## src/rtl/heepsilon_pkg.sv

```systemverilog
// Shared address map and CGRA context-memory definitions for the HEEPsilon system.
package heepsilon_pkg;

   localparam logic [31:0] CGRA_START_ADDRESS = 32'hF000_0000;
   localparam logic [31:0] CGRA_SIZE          = 32'h0001_0000;

   localparam int unsigned CGRA_CTX_MEM_AW  = 10;
   localparam int unsigned CGRA_CTX_MEM_LAT = 1;

   // One in-flight response slot of the context-memory responder.
   typedef struct packed {
      logic valid;
      logic err;
      logic we;
   } cgra_rsp_tag_t;

   // True when a byte address cannot be served by the context memory: below the
   // window, past the window, not word aligned, or past the last memory word.
   function automatic logic cgra_addr_illegal(
      input logic [31:0] addr,
      input logic [31:0] base,
      input logic [31:0] size,
      input int unsigned aw
   );
      logic [31:0] off;
      logic [31:0] word_lim;
      off      = addr - base;
      word_lim = 32'd1 << aw;
      return (addr < base) | (off >= size) | (addr[1:0] != 2'b00) |
             ({2'b00, off[31:2]} >= word_lim);
   endfunction

endpackage

```

## src/rtl/cgra_rsp_pipe.sv

```systemverilog
// Fixed-depth shift register of response tags; one slot per memory latency cycle.
module cgra_rsp_pipe
   import heepsilon_pkg::*;
#(
   parameter int unsigned DEPTH = 1
) (
   input  logic          clk,
   input  logic          rst_n,
   input  cgra_rsp_tag_t load_tag,
   output cgra_rsp_tag_t last_tag,
   output logic          any_valid
);

   cgra_rsp_tag_t stage_r [DEPTH];

   // Shift tags one slot per cycle; reset discards every in-flight response.
   always_ff @(posedge clk or negedge rst_n) begin
      if (!rst_n) begin
         for (int i = 0; i < int'(DEPTH); i++) begin
            stage_r[i] <= '0;
         end
      end else begin
         stage_r[0] <= load_tag;
         for (int i = 1; i < int'(DEPTH); i++) begin
            stage_r[i] <= stage_r[i-1];
         end
      end
   end

   // Flag whether any slot still carries a response.
   always_comb begin
      any_valid = 1'b0;
      for (int i = 0; i < int'(DEPTH); i++) begin
         any_valid = any_valid | stage_r[i].valid;
      end
   end

   assign last_tag = stage_r[DEPTH-1];

endmodule

```

## src/rtl/cgra_ctx_mem_obi_responder.sv

```systemverilog
// OBI slave that turns crossbar requests into fixed-latency context-memory accesses,
// answering out-of-range or misaligned requests with an in-order error response.
module cgra_ctx_mem_obi_responder
   import heepsilon_pkg::*;
#(
   parameter logic [31:0] BASE_ADDR = CGRA_START_ADDRESS,
   parameter logic [31:0] WIN_SIZE  = CGRA_SIZE,
   parameter int unsigned MEM_AW    = CGRA_CTX_MEM_AW,
   parameter int unsigned MEM_LAT   = CGRA_CTX_MEM_LAT
) (
   input  logic              clk_i,
   input  logic              rst_ni,
   input  logic              req_i,
   output logic              gnt_o,
   input  logic [31:0]       addr_i,
   input  logic              we_i,
   input  logic [3:0]        be_i,
   input  logic [31:0]       wdata_i,
   output logic              rvalid_o,
   output logic [31:0]       rdata_o,
   output logic              err_o,
   output logic              mem_req_o,
   output logic              mem_we_o,
   output logic [MEM_AW-1:0] mem_addr_o,
   output logic [3:0]        mem_be_o,
   output logic [31:0]       mem_wdata_o,
   input  logic              mem_ready_i,
   input  logic [31:0]       mem_rdata_i,
   output logic              busy_o
);

   logic [31:0]   off_s;
   logic          illegal_s;
   logic          accept_s;
   cgra_rsp_tag_t load_tag_s;
   cgra_rsp_tag_t last_tag_s;
   logic          any_valid_s;

   // Window decode; illegal requests never need the memory so they never stall.
   always_comb begin
      off_s     = addr_i - BASE_ADDR;
      illegal_s = cgra_addr_illegal(addr_i, BASE_ADDR, WIN_SIZE, MEM_AW);
   end

   assign gnt_o    = req_i & (illegal_s | mem_ready_i);
   assign accept_s = req_i & gnt_o;

   assign mem_req_o   = accept_s & ~illegal_s;
   assign mem_we_o    = we_i;
   assign mem_addr_o  = off_s[MEM_AW+1:2];
   assign mem_be_o    = be_i;
   assign mem_wdata_o = wdata_i;

   // Tag every accepted transaction so its response emerges MEM_LAT cycles later.
   always_comb begin
      if (accept_s) begin
         load_tag_s = '{valid: 1'b1, err: illegal_s, we: we_i};
      end else begin
         load_tag_s = '0;
      end
   end

   cgra_rsp_pipe #(
      .DEPTH (MEM_LAT)
   ) u_rsp_pipe (
      .clk       (clk_i),
      .rst_n     (rst_ni),
      .load_tag  (load_tag_s),
      .last_tag  (last_tag_s),
      .any_valid (any_valid_s)
   );

   assign rvalid_o = last_tag_s.valid;
   assign err_o    = last_tag_s.valid & last_tag_s.err;
   assign busy_o   = any_valid_s;

   // Only a successful read returns memory data; writes and errors return zero.
   always_comb begin
      if (last_tag_s.valid & ~last_tag_s.err & ~last_tag_s.we) begin
         rdata_o = mem_rdata_i;
      end else begin
         rdata_o = 32'h0000_0000;
      end
   end

endmodule

```

## config.mk

```make
export PLATFORM = sky130hd
export DESIGN_NAME = cgra_ctx_mem_obi_responder
export DESIGN_NICKNAME = d
export VERILOG_FILES = /design/src/rtl/heepsilon_pkg.sv /design/src/rtl/cgra_rsp_pipe.sv /design/src/rtl/cgra_ctx_mem_obi_responder.sv
export SDC_FILE = /design/constraint.sdc
export NUM_CORES = 1
export LEC_CHECK = 0
export CAP_MARGIN = 0
export CELL_PAD_IN_SITES_DETAIL_PLACEMENT = 2
export CELL_PAD_IN_SITES_GLOBAL_PLACEMENT = 2
export CORE_ASPECT_RATIO = 0.8
export CORE_MARGIN = 3
export CORE_UTILIZATION = 10
export DETAILED_ROUTE_END_ITERATION = 8
export HOLD_SLACK_MARGIN = 0.02
export MAX_ROUTING_LAYER = met4
export PLACE_DENSITY = 0.95
export SLEW_MARGIN = 0
export SYNTH_ARGS = -nofsm -noshare
export SYNTH_HDL_FRONTEND = slang
export SYNTH_SLANG_ARGS = --single-unit
```

## constraint.sdc

```tcl
create_clock -name clk_i -period 5.14 [get_ports clk_i]
set_input_delay 1.285 -clock clk_i [delete_from_list [all_inputs] [get_ports clk_i]]
set_output_delay 1.285 -clock clk_i [all_outputs]
set_load 0.1 [all_outputs]
```

==> metrics.cfg <==
[clock_tree]
cts_max_level=1
cts_max_path_buffers=2
cts_tree=done
postCtsHoldBufs=0
clk_pin_slew_ns=0.03
cts_sinks=3
root_buffer=clkbuf_8
cts_resized=0
cts_setup_buffers=0
numCtsBuffers=3

[place]
placed_cell_area_sq_um=1430
dp_hpwl_mm=2.80
port_buffers=96
gp_congestion=0.629

[detailed_routing]
top_layer_used=met4
wl_met3_microns=346
wl_met1_mm=1.10
vias_per_cell=3.25
ant_nets=0
firstDrtPassIters=2
drt_drc_violations_left=0
wl_mm=3.11
drt_iter0_markers=12
wire_per_inst_microns=12.2
wl_met2_mm=1.61
route.vias.total=833

[cells_and_area]
drive_above_1_share_pct=29.1
final_cell_mix=61 x clkdlybuf4s50_1, 35 x buf_4, 33 x and2_1
diodes=0
final_common_cell=clkdlybuf4s50_1
area_growth_pct=90.8
stdcell_area_sq_um=1480
nets=257

[power_and_ir_drop]
power.density_nw_per_um2=171
leakage_nw=0.625
finalPower_mw=0.253
ir_drop_v=0.0000493

[critical_path]
crit_type=in2out
crit_family=simple AND/OR/NAND/NOR gates
slowest_stage=or4b_2
crit_arrival_ns=3.13
endpoint_kind=output port
crit_path_start_kind=input pin
critPathMaxStageDelay_ns=0.68
path_cells=clkdlybuf4s50_1 > or4b_2 > nor4_1 > a21boi_0 > buf_4
crit_required_ns=3.86
path_max_fanout=2
cp_num_buf_inv=2

[floorplanning]
dieArea_sq_um=8840
die_w_microns=104
coreArea_sq_um=7460
die_y_microns=84.7
start_util_pct=10.4
rows=28
io_pins=189

[hold_path]
hold_class=in2async

[grt]
grt_first_pass_wirelength_mm=4.58
antenna_found_initial=0
grt_pass1_vias=912
gr-usage-all-layers_pct=6.75
grt_overflow_total=0
grt_max_degree=33

[sta]
slew_violations=0
relSlewSlack_pct=32.9
rsz0062_at_grt=no
hold_slack_ns=1.25
final_hold_viol_count=0
setup_violations=0
max_clock_freq_mhz=227
finalCritPeriodShare_pct=85.9
setup_tns_ns=0
tightest_slew_ns=1.00
period_minus_slack_ns=4.41

[synth]
avgSynthCellArea_sq_um=7.67
syn-num-nets=206
syn_area_sq_um=774
ys_types=16
synth_seq_cells=3
seq_area_frac_synth_pct=9.69
ys.warnings.count=0
syn_inst=101

[flow_run]
max_cap_viol_count=0

[status]
status=complete, no violations

==> final timing paths <==
path	cells past startpoint	slack, ns	from	to
setup / recovery	5	0.73	addr_i[12]	gnt_o
min in group clk_i	3	1.70	we_i	u_rsp_pipe.last_tag[0]
max in group asynchronous	1	3.75	rst_ni	u_rsp_pipe.last_tag[0]
hold / removal	1	1.25	rst_ni	u_rsp_pipe.last_tag[1]
==> registers in the layout, indices dropped and copies added, names as in the netlist <==
register,cells
u_rsp_pipe.last_tag,2
u_rsp_pipe.any_valid,1
==> synth_stat cells <==
library cell / instances / share of area (%)
a21boi_0: 2 / 1.9
buf_4: 48 / 47
a21oi_1: 1 / 0.65
dfrtp_1: 3 / 9.7
nor4_1: 1 / 0.81
or4_1: 1 / 0.97
clkbuf_1: 3 / 1.5
nor4_4: 1 / 2.7
nor3b_1: 1 / 0.97
or4_4: 2 / 2.9
nand4b_1: 1 / 1.1
and2_1: 33 / 27
nor3_1: 1 / 0.65
and4_1: 1 / 1.1
or4b_2: 1 / 1.3
nand2_1: 1 / 0.48
==> cells by family (layout without fill, tap and decap cells) <==
| family | count (synthesis) | in the layout | synth area share [%] |
|---|---|---|---|
| buf+inv | 51 | 101 | 48.0 |
| simple gates | 44 | 44 | 39.7 |
| compound gates | 3 | 3 | 2.58 |
| flops | 3 | 3 | 9.69 |
==> power by group <==
group	leakage, nW	switching (mW)	internal (mW)
sequential	0.0362	0.00103	0.0250
combinational	0.566	0.100	0.0593
clock	0.0228	0.0151	0.0529
==> layer usage <==
layer  GRT usage [%]  vias to the layer above
met5               -                        -
met2            11.7                       73
met1            6.57                      383
met3            2.54                        5
li1                -                      372
met4            3.74                        0
==> through the flow <==
stage          setup WS [ns]  util, %  instances
2_1_floorplan         0.0982        -        101
3_3_place_gp           0.695     19.2        252
3_5_place_dp           0.687     19.2        252
4_1_cts                0.677     19.8        256
5_1_grt                0.519     19.8        256
6_report               0.725     19.8        256
==> layout make-up <==
cell class                 count  area (sq um)
clock buffer                   4          45.0
fill                         871          5980
multi-input combinational     47           333
sequential                     3          75.1
tap                          105           131
timing repair buffer          97           893
Power figures use the tool's default switching activity.
